===== config.mk =====
export PLATFORM = sky130hd
export DESIGN_NAME = fp32_align_unpack
export DESIGN_NICKNAME = d
export VERILOG_FILES = /design/src/rtl/fp32_align_unpack.sv
export SDC_FILE = /design/constraint.sdc
export NUM_CORES = 1
export LEC_CHECK = 0
export CORE_UTILIZATION = 48
export DETAILED_ROUTE_END_ITERATION = 6
export PLACE_DENSITY = 0.81
export REMOVE_ABC_BUFFERS = 1
export SYNTH_ARGS = -nofsm -noshare
export SYNTH_HDL_FRONTEND = slang
export SYNTH_SLANG_ARGS = --single-unit

===== constraint.sdc =====
create_clock -name clk -period 2.8 [get_ports clk]
set_input_delay 0.42 -clock clk [delete_from_list [all_inputs] [get_ports clk]]
set_output_delay 0.42 -clock clk [all_outputs]
set_load 0.01 [all_outputs]

===== src/rtl/fp32_align_unpack.sv =====
// FP32 add-path front end: unpacks two operands, orders them by exponent
// and right-aligns the smaller mantissa over several cycles.
module fp32_align_unpack #(
  parameter int SHIFT_STEP = 1
) (
  input  logic        clk,
  input  logic        rst,
  input  logic        in_valid,
  output logic        in_ready,
  input  logic [31:0] op_a,
  input  logic [31:0] op_b,
  output logic        out_valid,
  input  logic        out_ready,
  output logic [23:0] man_big,
  output logic [23:0] man_small,
  output logic        sign_big,
  output logic        sign_small,
  output logic [7:0]  exp_base,
  output logic        sticky,
  output logic        special
);

  typedef enum logic [1:0] {
    S_IDLE  = 2'd0,
    S_ALIGN = 2'd1,
    S_DONE  = 2'd2
  } state_t;

  localparam logic [4:0] STEP = 5'(SHIFT_STEP);

  state_t      r_state;
  state_t      w_next;
  logic [4:0]  r_rem;

  logic [7:0]  w_exp_a;
  logic [7:0]  w_exp_b;
  logic [23:0] w_man_a;
  logic [23:0] w_man_b;
  logic        w_a_big;
  logic [7:0]  w_exp_big;
  logic [7:0]  w_diff;
  logic [23:0] w_man_sm;
  logic        w_special;
  logic        w_accept;
  logic [4:0]  w_step;
  logic [23:0] w_mask;

  assign in_ready  = (r_state == S_IDLE);
  assign out_valid = (r_state == S_DONE);
  assign w_accept  = in_valid && in_ready;

  assign w_exp_a   = op_a[30:23];
  assign w_exp_b   = op_b[30:23];
  // Exponent 0 flushes the whole mantissa, so denormals never align.
  assign w_man_a   = (w_exp_a != 8'd0) ? {1'b1, op_a[22:0]} : 24'd0;
  assign w_man_b   = (w_exp_b != 8'd0) ? {1'b1, op_b[22:0]} : 24'd0;
  assign w_a_big   = (w_exp_a >= w_exp_b);
  assign w_exp_big = w_a_big ? w_exp_a : w_exp_b;
  assign w_diff    = w_a_big ? (w_exp_a - w_exp_b) : (w_exp_b - w_exp_a);
  assign w_man_sm  = w_a_big ? w_man_b : w_man_a;
  assign w_special = (w_exp_a == 8'hFF) || (w_exp_b == 8'hFF);

  assign w_step = (r_rem > STEP) ? STEP : r_rem;
  assign w_mask = (24'd1 << w_step) - 24'd1;

  always_ff @(posedge clk or posedge rst) begin
    if (rst) r_state <= S_IDLE;
    else     r_state <= w_next;
  end

  always_comb begin
    w_next = S_IDLE;
    case (r_state)
      S_IDLE:  w_next = w_accept ? S_ALIGN : S_IDLE;
      S_ALIGN: w_next = (r_rem == 5'd0) ? S_DONE : S_ALIGN;
      S_DONE:  w_next = out_ready ? S_IDLE : S_DONE;
      default: w_next = S_IDLE;
    endcase
  end

  always_ff @(posedge clk or posedge rst) begin
    if (rst) begin
      r_rem      <= 5'd0;
      man_big    <= 24'd0;
      man_small  <= 24'd0;
      sign_big   <= 1'b0;
      sign_small <= 1'b0;
      exp_base   <= 8'd0;
      sticky     <= 1'b0;
      special    <= 1'b0;
    end else if (w_accept) begin
      man_big    <= w_a_big ? w_man_a : w_man_b;
      sign_big   <= w_a_big ? op_a[31] : op_b[31];
      sign_small <= w_a_big ? op_b[31] : op_a[31];
      exp_base   <= w_exp_big;
      special    <= w_special;
      if (w_special || w_diff == 8'd0) begin
        man_small <= w_man_sm;
        sticky    <= 1'b0;
        r_rem     <= 5'd0;
      end else if (w_diff >= 8'd24) begin
        man_small <= 24'd0;
        sticky    <= |w_man_sm;
        r_rem     <= 5'd0;
      end else begin
        man_small <= w_man_sm;
        sticky    <= 1'b0;
        r_rem     <= w_diff[4:0];
      end
    end else if (r_state == S_ALIGN && r_rem != 5'd0) begin
      man_small <= man_small >> w_step;
      sticky    <= sticky | (|(man_small & w_mask));
      r_rem     <= r_rem - w_step;
    end
  end

endmodule


==> impl_results.md, run 1 <==
- Period utilization: between 90% and 100%
- Core area: approximately 8400 sq um
- Die Width: 95.96 microns
- Setup crit end kind: flop
- Clock sinks: 67
- Clock tree buffer depth: 2
- Final instance area: 6681 sq um
- Initial core utilization: 50.56%
- Hold Path Class: input pin to asynchronous set/reset pin
- Routed Antenna Nets: 0
- Fin cells: 805
- CP Max Fanout: 8
- RSZ-0062 raised after global routing: true
- H-Tree Depth: 3
- Max Clk Rate: about 360 MHz
- EDFF count, synth: 0
- Max Slew Vio Count: 0
- Status: finished, final reports clean
- # IOs: 130
- Crit-path most repeated cell: buf_6
- Post-synthesis instance area: approximately 4200 sq um
- Synth Register Bits: 67
- Vias/cell: slightly below 6
- Clock transition at path regs: 0.08 ns
- Pwr dens: roughly 880 nW/um^2
- Largest net degree at the start of global routing: 59
- Vias in the first global route: 4610
- Dominant synthesized flop cell: dfrtp_1
- First-pass GRT wire length: 22.48 mm
- 1st-iter DRT viols: 273
- CP max stage cell: fa_2
- First-pass iteration count of the detailed router: 6
- Layout Skew: ~0.015 ns
- Hold-fix buffers at CTS: 0
- Global placement routability congestion: ~0.85
- Total number of vias: between 4000 and 5000
- Initial antenna violation count: 0
- CP arrival: between 3 and 4 ns
- Total gr overflow: 0
- CP max stage delay: ~0.36 ns
- Slew of the pin with the lowest slew margin: roughly 0.64 ns
- Cells after DPL: around 780
- Root Buffer Master: clkbuf_8
- Antenna fix cells: 0
- CTS tree: built
- Placed Instance Area: 6182 sq um
- Routed len/inst: 17.99 microns
- Dpl hpwl: ~10 mm
- Final setup fails: 0
- Routed WL: approximately 14 mm
- Total CTS buffers: 9
- Port bufs: 129
- Row count: 33
- Worst Path Required: a little over 3 ns
- Max Cap Viol: 0
- Layout net count: roughly 780
- Final Critical Period: about 2.8 ns
- Syn_area_per_cell: between 8 and 9 sq um
- Residual DRC count: 0
- Crit path cell chain: buf_8, clkinv_4, ha_4, inv_2, fa_2, a21oi_4, o211ai_2, o32a_1, buf_4, mux2i_1, xor2_1, a2111oi_4, buf_6, buf_6, o211ai_1, a21oi_1
- Clock Latency Late Sink: about 0.36 ns
- Fillers: around 570
- Critical path launch point type: input pin
- Static power due to leakage: 0.003028 uW
- Layout area overhead: 57.66%
- Crit path kind: input pin to flop
- Die H: about 96 microns
- Relative slew slack: about 57%
- Seq/Total Area, Yosys: 39.56%
- Total power: roughly 5900 uW
- Asr flop ratio synth: between 90% and 100%
- Max IR drop VDD: approximately 580 uV
- Post-synthesis cell type count: 49
- Die area: 9208 sq um
- Layout cells sized above 1: 23.00%
- Post-Syn Instances: 497
- Yosys warning total: 0
- Gr usage total: 32.10%
- Final Hold Fails: 0
- Setup ws final: between 0.01 and 0.015 ns
- Setup WS pre-CTS: -0.9036 ns
==> area by class of cell <==
class                           instances  area, sq um  area share [%]
Clock inverter                          7        98.84           1.479
Tap cell                              105        131.4           1.966
Inverter                               24        95.09           1.423
Clock buffer                            9        123.9           1.854
Sequential cell                        67         1677           25.09
Timing Repair Buffer                  219         1987           29.74
Multi-Input combinational cell        374         2569           38.45
==> flip-flops by register name, indices dropped and copies added, names as in the netlist <==
register	count
man_small	24
man_big	24
exp_base	8
sign_small	1
sign_big	1
special	1
sticky	1
r_rem	5
r_state	2
==> what timing repair did <==
item / in CTS / in global routing
pin swaps: 27 / 11
endpoints found under the setup margin: 49 / 40
endpoints found under the hold margin: 0 / 0
gates cloned: 1 / 0
resized for setup: 60 / 21
buffers inserted: 7 / 2
==> cell families after synthesis <==
family / after synthesis / synth area share, %
compound gates: 153 / 24.42
xor+xnor: 6 / 1.240
fa+ha+maj: 19 / 5.964
buf+inv: 57 / 5.167
flops: 67 / 39.56
mux: 31 / 7.352
simple gates: 164 / 16.30
==> cells in the mapped netlist (13+ instances only) <==
master,instances,area (sq um)
nor2_1,75,281.5
dfrtp_1,67,1677
nand2_1,56,210.2
o21ai_0,32,160.2
mux2i_1,30,300.3
clkbuf_1,29,108.9
a31oi_1,25,156.4
a21oi_1,24,120.1
inv_1,24,90.09
o22ai_1,21,131.4
ha_1,17,212.7
a221oi_1,13,113.9
==> cell usage in the layout (no fill, tap or decap), types with 8 or more instances in the layout <==
master,synthesis,final
a21oi_1,24,22
a221oi_1,13,12
a22o_1,11,11
a31oi_1,25,25
buf_4,0,86
clkbuf_8,0,9
clkdlybuf4s50_1,0,113
dfrtp_1,67,67
inv_1,24,15
inv_2,0,8
mux2i_1,30,29
nand2_1,56,54
nor2_1,75,74
o21ai_0,32,32
o22ai_1,21,17
==> metrics by stage <==
| step | TNS (ns) | hold WS, ns | util, % |
|---|---|---|---|
| after floorplan | -68.56 | 0.5070 | - |
| after global placement | -35.16 | 0.4545 | 73.76 |
| after detailed placement | -39.92 | 0.4686 | 73.76 |
| after CTS | -0.1211 | 0.2656 | 79.10 |
| after global routing | -0.8042 | 0.2654 | 79.71 |
| final | 0 | 0.2615 | 79.71 |
==> worst max-delay path: cells and delay by family <==
kind                       cells  cell delay [ns]
AOI/OAI and AO/OA              6             1.17
xor gates and xnor gates       1             0.21
adders and majority gates      2             0.48
buffers and inverters          6             0.68
muxes                          1             0.13
==> metal layers <==
layer / part of all wire [%] / GRT usage (%) / wire [microns]
met5: 0 / 0 / 0
met4: 1.8 / 10.57 / 256
met3: 7.1 / 5.924 / 1024
met2: 49 / 54.05 / 7135
met1: 42 / 41.59 / 6066
==> path summary, 6_finish.rpt <==
kind	cells after the start	from	slack (ns)	endpoint
worst max-delay path	16	op_a[23]	0.01	man_small[7]
worst min-delay path	2	rst	0.26	man_big[15]
worst max register to register	8	r_rem[1]	0.56	r_rem[3]
worst min register to register	2	man_big[23]	0.49	man_big[23]
max in group asynchronous	3	rst	1.83	exp_base[3]
min in group clk	2	man_big[23]	0.49	man_big[23]
==> report_power, final <==
part	leakage, uW	internal, uW	switching [uW]
registers	0.000841	1420	364
clock network	0.000110	507	428
logic	0.00208	1610	1540
total	0.00303	3540	2330
No activity file was read; power rests on OpenSTA's default activity.
==> run 2: changes to the inputs <==
Settings changed: CORE_MARGIN set to 10.
==> run 2 against run 1 <==
Effect of this change: the flow now finishes with violations (setup timing); clock-buffer cell count rose by 1; core utilization rose by 0.58 points; global-route usage is 8.2 points lower; fmax down 4.7%; clock power shrank 3.1%; hold slack improved by 0.19 ns; die area increased by 41%; combinational power rose by 7.6%; register-to-register slack got worse by 0.20 ns; flip-flop and latch count is the same; sequential share of layout area is 1.0 points lower; sequential power hardly changed.
==> impl_results.md, run 2 (synthesis gave the netlist of run 1 again) <==
- Sequential cell fraction of total power: between 20% and 30%
- R2R Path End: r_rem[3]
- Antenna fix cells: 0
- Row count: 34
- Layout area overhead: 64.42%
- Period utilization: 104.6%
- Total number of vias: between 4000 and 5000
- Flop-to-flop setup slack: 0.36 ns
- Fin cells: 827
- Routed len/inst: 19.64 microns
- Die area: ~13000 sq um
- Gr usage total: a little under a quarter
- Setup TNS: -2.376 ns
- Hold Path Class: input pin to asynchronous set/reset pin
- Biggest regs: man_big (24), man_small (24), exp_base (8)
- Clock Latency Late Sink: between 0.3 and 0.4 ns
- Max IR drop VDD: between 500 and 600 uV
- Routed Antenna Nets: 0
- Largest net degree at the start of global routing: a little under 70
- CP Max Fanout: 6
- Power share of the combinational group: a little under three fifths
- Die H: 114.0 microns
- Setup ws final: -0.1286 ns
- Commonest non-fill, non-tap cells in the layout: 117 x clkdlybuf4s50_1, 92 x buf_4, 73 x nor2_1
- Static power due to leakage: ~0.0031 uW
- Initial core utilization: ~49%
- Violated checks: setup timing
- Total CTS buffers: 9
- Crit path kind: input pin to flop
- Worst reg2reg path depth: 7
- Root Buffer Master: clkbuf_8
- Routed WL: approximately 16 mm
- Die Width: 114.0 microns
- Sw frac: 39.75%
- Total gr overflow: 0
- Max Cap Viol: 0
- # IOs: 130
- Core area: 8678 sq um
- Slew of the pin with the lowest slew margin: about 1.0 ns
- Relative slew slack: around 31%
- Cells after DPL: 775
- Clock power frac: approximately 15%
- Layout cells sized above 1: between 20% and 30%
- Commonest non-fill, non-tap cell in the layout: clkdlybuf4s50_1
- Vias/cell: between 5 and 6
- Final Critical Period: 2.929 ns
- H-Tree Depth: 3
- Pwr dens: roughly 870 nW/um^2
- Status: finished, violations left
- CP arrival: about 3.2 ns
- Layout net count: 801
- First-pass iteration count of the detailed router: 4
- CTS tree: built
- Worst Path Required: around 3.1 ns
- Internal power: about 3700 uW
- First-pass GRT wire length: 25.43 mm
- Clock tree buffer depth: 2
- Final Hold Fails: 0
- P_sw: ~2400 uW
- Final setup fails: 30
- Clock transition at path regs: roughly 0.080 ns
- Max Slew Vio Count: 0
- Residual DRC count: 0
- Initial antenna violation count: 0
- Clock sinks: 67
- Max Clk Rate: around 340 MHz
- Port bufs: between 100 and 150
- Setup crit end kind: flop
- 1st-iter DRT viols: 345
- Critical path launch point type: input pin
- RSZ-0062 raised after global routing: true
- Global placement routability congestion: approximately 0.90
- Layout Skew: about 0.010 ns
- Dpl hpwl: approximately 11 mm
- Vias in the first global route: 4892
- Reg2reg start: r_rem[1]
==> run 2: cell types whose count changed in the layout (fill, tap and decap cells not counted), sizes merged <==
cell           change
o21ai              -1
clkdlybuf4s15      +3
clkdlybuf4s50      +4
clkbuf             +1
dlygate4sd2        -2
inv                -1
buf               +19
dlymetal6s2s       -4
==> run 2: metal layers <==
metal	global-route usage [%]	part of all wire [%]	routed length, microns
met4	7.602	1.9	306
met5	0	0	0
met1	28.28	41	6648
met2	40.70	49	7962
met3	6.719	8.1	1322
==> run 2: area by class of cell <==
| type | count | area, sq um |
|---|---|---|
| flip-flops and latches | 67 | 1677 |
| clock buffers | 10 | 127.6 |
| well taps | 108 | 135.1 |
| fillers | 559 | 1710 |
| inverters | 24 | 95.09 |
| clock inverters | 6 | 90.09 |
| multi-input cells | 373 | 2635 |
| repair buffers | 239 | 2208 |
==> run 2: per-stage QoR <==
step / setup WS (ns) / cell area (sq um) / hold slack (ns) / power (uW) / util (%)
2_1_floorplan: -1.620 / 4109 / 0.5070 / 3265 / -
3_3_place_gp: -0.8454 / 6156 / 0.4535 / 4798 / 70.93
3_5_place_dp: -0.9980 / 6156 / 0.4596 / 4904 / 70.93
4_1_cts: -0.1758 / 6825 / 0.4748 / 5989 / 78.65
5_1_grt: -0.2531 / 6968 / 0.5044 / 6451 / 80.29
6_report: -0.1286 / 6968 / 0.4473 / 6081 / 80.29
==> run 2: how the worst max path moves through the flow <==
stage	start	endpoint	slack, ns	cells after the start
2_1_floorplan	op_a[23]	man_small[0]	-1.62	12
3_3_place_gp	op_a[23]	man_small[19]	-0.85	14
3_5_place_dp	op_a[23]	man_small[21]	-1.0	14
4_1_cts	op_a[23]	sticky	-0.18	15
5_1_grt	op_a[23]	man_small[3]	-0.25	16
6_report	op_b[30]	man_small[2]	-0.13	12
==> run 2: repair_timing <==
item,in CTS,in global routing
cloned,1,0
endpoints found under the setup margin,42,43
pin swaps,34,16
resized for setup,68,36
buffers inserted,31,6
hold buffers,0,0
==> run 2: power by group through the flow <==
stage	logic (uW)	clock network, uW	registers (uW)
final	3390	906	1780
after global routing	3670	950	1830
after CTS	3310	911	1770
after detailed placement	3120	0	1790
after global placement	3030	0	1770
after floorplan	1370	0	1890
==> run 2: worst max-delay path: stages <==
cell             delay, ns
clkdlybuf4s50_1       0.52
inv_1                 0.09
ha_2                  0.19
or2_4                 0.26
o32ai_4               0.33
mux2i_2               0.30
xnor2_2               0.12
a2111oi_4             0.38
buf_6                 0.19
nor2_4                0.05
buf_6                 0.18
o22ai_4               0.15
==> run 3: changes to the inputs <==
Settings changed: REMOVE_ABC_BUFFERS 1 to not set.
==> run 3 against run 2 <==
Effect of this change: via count shrank 1.6%; power is 2.7% lower; fmax shrank 3.8%; largest cell class unchanged; the flow still finishes with violations (setup timing); largest power group unchanged; highest routed layer unchanged; first-iteration DRC count shrank 3.2%.
==> impl_results.md, run 3 (synthesis gave the netlist of run 1 again) <==
- Status: finished, violations left
- Violated checks: setup timing
- Max Clk Rate: 328.6 MHz
- Setup TNS: -6.009 ns
- First-pass iteration count of the detailed router: 5
- Clock transition at path regs: ~0.09 ns
- Power share of the combinational group: between 50% and 60%
- Port bufs: around 130
- Sw frac: just over 40%
- Gr usage total: between 20% and 30%
- CP Max Fanout: 6
- Initial antenna violation count: 0
- Layout Skew: approximately 0.012 ns
- Setup ws final: -0.2432 ns
- Worst reg2reg path depth: 8
- Dpl hpwl: between 10 and 15 mm
- Routed Antenna Nets: 0
- Static power due to leakage: 0.003015 uW
- Core area: around 8700 sq um
- Global placement routability congestion: approximately 0.9
- Slew of the pin with the lowest slew margin: about 0.56 ns
- CP arrival: roughly 3.3 ns
- Crit path kind: input pin to flop
- Setup WS pre-CTS: -0.8844 ns
- Commonest non-fill, non-tap cells in the layout: 116 x clkdlybuf4s50_1, 80 x buf_4, 75 x nor2_1
- WP buf/inv: 6
- Largest net degree at the start of global routing: 52
- First-pass GRT wire length: 24.43 mm
- Routed WL: roughly 16 mm
- Critical path launch point type: input pin
- Core Util, Final: around 77%
- Clock power frac: between 10 and 15%
- P_sw: 2403 uW
- Vias in the first global route: 4701
- Antenna fix cells: 0
- Die Width: 114.0 microns
- Internal power: about 3500 uW
- Total CTS buffers: 9
- Total gr overflow: 0
- Layout cells sized above 1: about a quarter
- Final Critical Period: 3.043 ns
- Final Hold Fails: 0
- Clock sinks: 67
- Fillers: ~600
- Clock Latency Late Sink: 0.35 ns
- Max Slew Vio Count: 0
- Routed len/inst: a little under 20 microns
- # IOs: 130
- Total number of vias: about 4700
- Hold Path Class: input pin to asynchronous set/reset pin
- Max Cap Viol: 0
- Clock tree buffer depth: 2
- Pwr dens: a little under 900 nW/um^2
- Max IR drop VDD: approximately 780 uV
- Crit-path most repeated cell: buf_6
- Setup crit end kind: flop
- Stages on the worst setup path: 16
- Period utilization: 108.7%
- CP max stage delay: between 0.4 and 0.5 ns
- Initial core utilization: 48.83%
- Layout net count: between 700 and 800
- CP max stage cell: o32a_1
- H-Tree Depth: 3
- Layout area overhead: 58.70%
- Worst Path Required: approximately 3 ns
- Die area: 12990 sq um
- CTS tree: built
- Biggest regs: man_big (24), man_small (24), exp_base (8)
- Root Buffer Master: clkbuf_8
- Sequential cell fraction of total power: roughly 30%
- Die H: 114.0 microns
- Residual DRC count: 0
- Final setup fails: 30
- Syn Nets: between 500 and 600
- Relative slew slack: around 63%
- Commonest non-fill, non-tap cell in the layout: clkdlybuf4s50_1
- Crit path cell chain: buf_12, inv_12, ha_4, inv_2, fa_2, a21oi_4, o211ai_2, buf_4, o32a_1, mux2i_2, xnor2_2, a2111oi_4, buf_6, o21ai_4, buf_6, o22ai_1
- 1st-iter DRT viols: 334
- Row count: 34
- RSZ-0062 raised after global routing: true
- CP delay by family, top: compound AO/OA/AOI/OAI gates
- Vias/cell: slightly below 6
run 3: cell type report:
class	count	area [sq um]	area share, %
clock buffers	9	123.9	1.842
flip-flops and latches	67	1677	24.93
well taps	108	135.1	2.009
repair buffers	218	1998	29.71
inverters	24	102.6	1.526
multi-input cells	373	2613	38.85
clock inverters	7	76.32	1.135
run 3: through the flow:
| step | total power (uW) | area [sq um] | instances | hold slack, ns |
|---|---|---|---|---|
| 2_1_floorplan | 3317 | 4283 | 497 | 0.5070 |
| 3_3_place_gp | 4748 | 6188 | 779 | 0.4573 |
| 3_5_place_dp | 4855 | 6188 | 779 | 0.4554 |
| 4_1_cts | 5824 | 6633 | 802 | 0.4698 |
| 5_1_grt | 6311 | 6725 | 806 | 0.4995 |
| 6_report | 5916 | 6725 | 806 | 0.4557 |
run 3: power groups by stage:
stage / sequential (uW) / combinational [uW] / clock (uW)
after global placement: 1760 / 2990 / 0
after floorplan: 1890 / 1430 / 0
after global routing: 1830 / 3590 / 891
final: 1780 / 3290 / 844
after CTS: 1770 / 3200 / 848
after detailed placement: 1780 / 3080 / 0
run 3: worst paths after layout:
| check | from | end | slack, ns |
|---|---|---|---|
| max | op_a[23] | man_small[15] | -0.24 |
| min | rst | man_big[17] | 0.46 |
| max reg2reg | r_rem[1] | r_rem[3] | 0.75 |
| min reg2reg | man_big[23] | man_big[23] | 0.48 |
| max in group asynchronous | rst | sticky | 1.60 |
| min in group clk | man_big[23] | man_big[23] | 0.48 |
run 3: routing by layer:
layer  up-vias  GRT usage [%]  wire [microns]
li1       2188              -               -
met1      2275          28.82            6556
met2       199          36.98            7311
met3        30          8.714            1494
met4         0          6.015             318
met5         -              0               0
run 3: worst reg2reg max path: cells and delay by family (launching register included):
kind / cells / cell delay, ns
simple gates: 5 / 1.11
compound gates: 2 / 0.21
flops: 1 / 0.45
buf+inv: 1 / 0.22
run 3: what timing repair did:
action / 4_1_cts / 5_1_grt
pin swaps: 11 / 14
setup buffers: 7 / 3
gates cloned: 1 / 1
endpoints found under the setup margin: 55 / 41
gates resized for setup: 65 / 22
hold buffers: 0 / 0
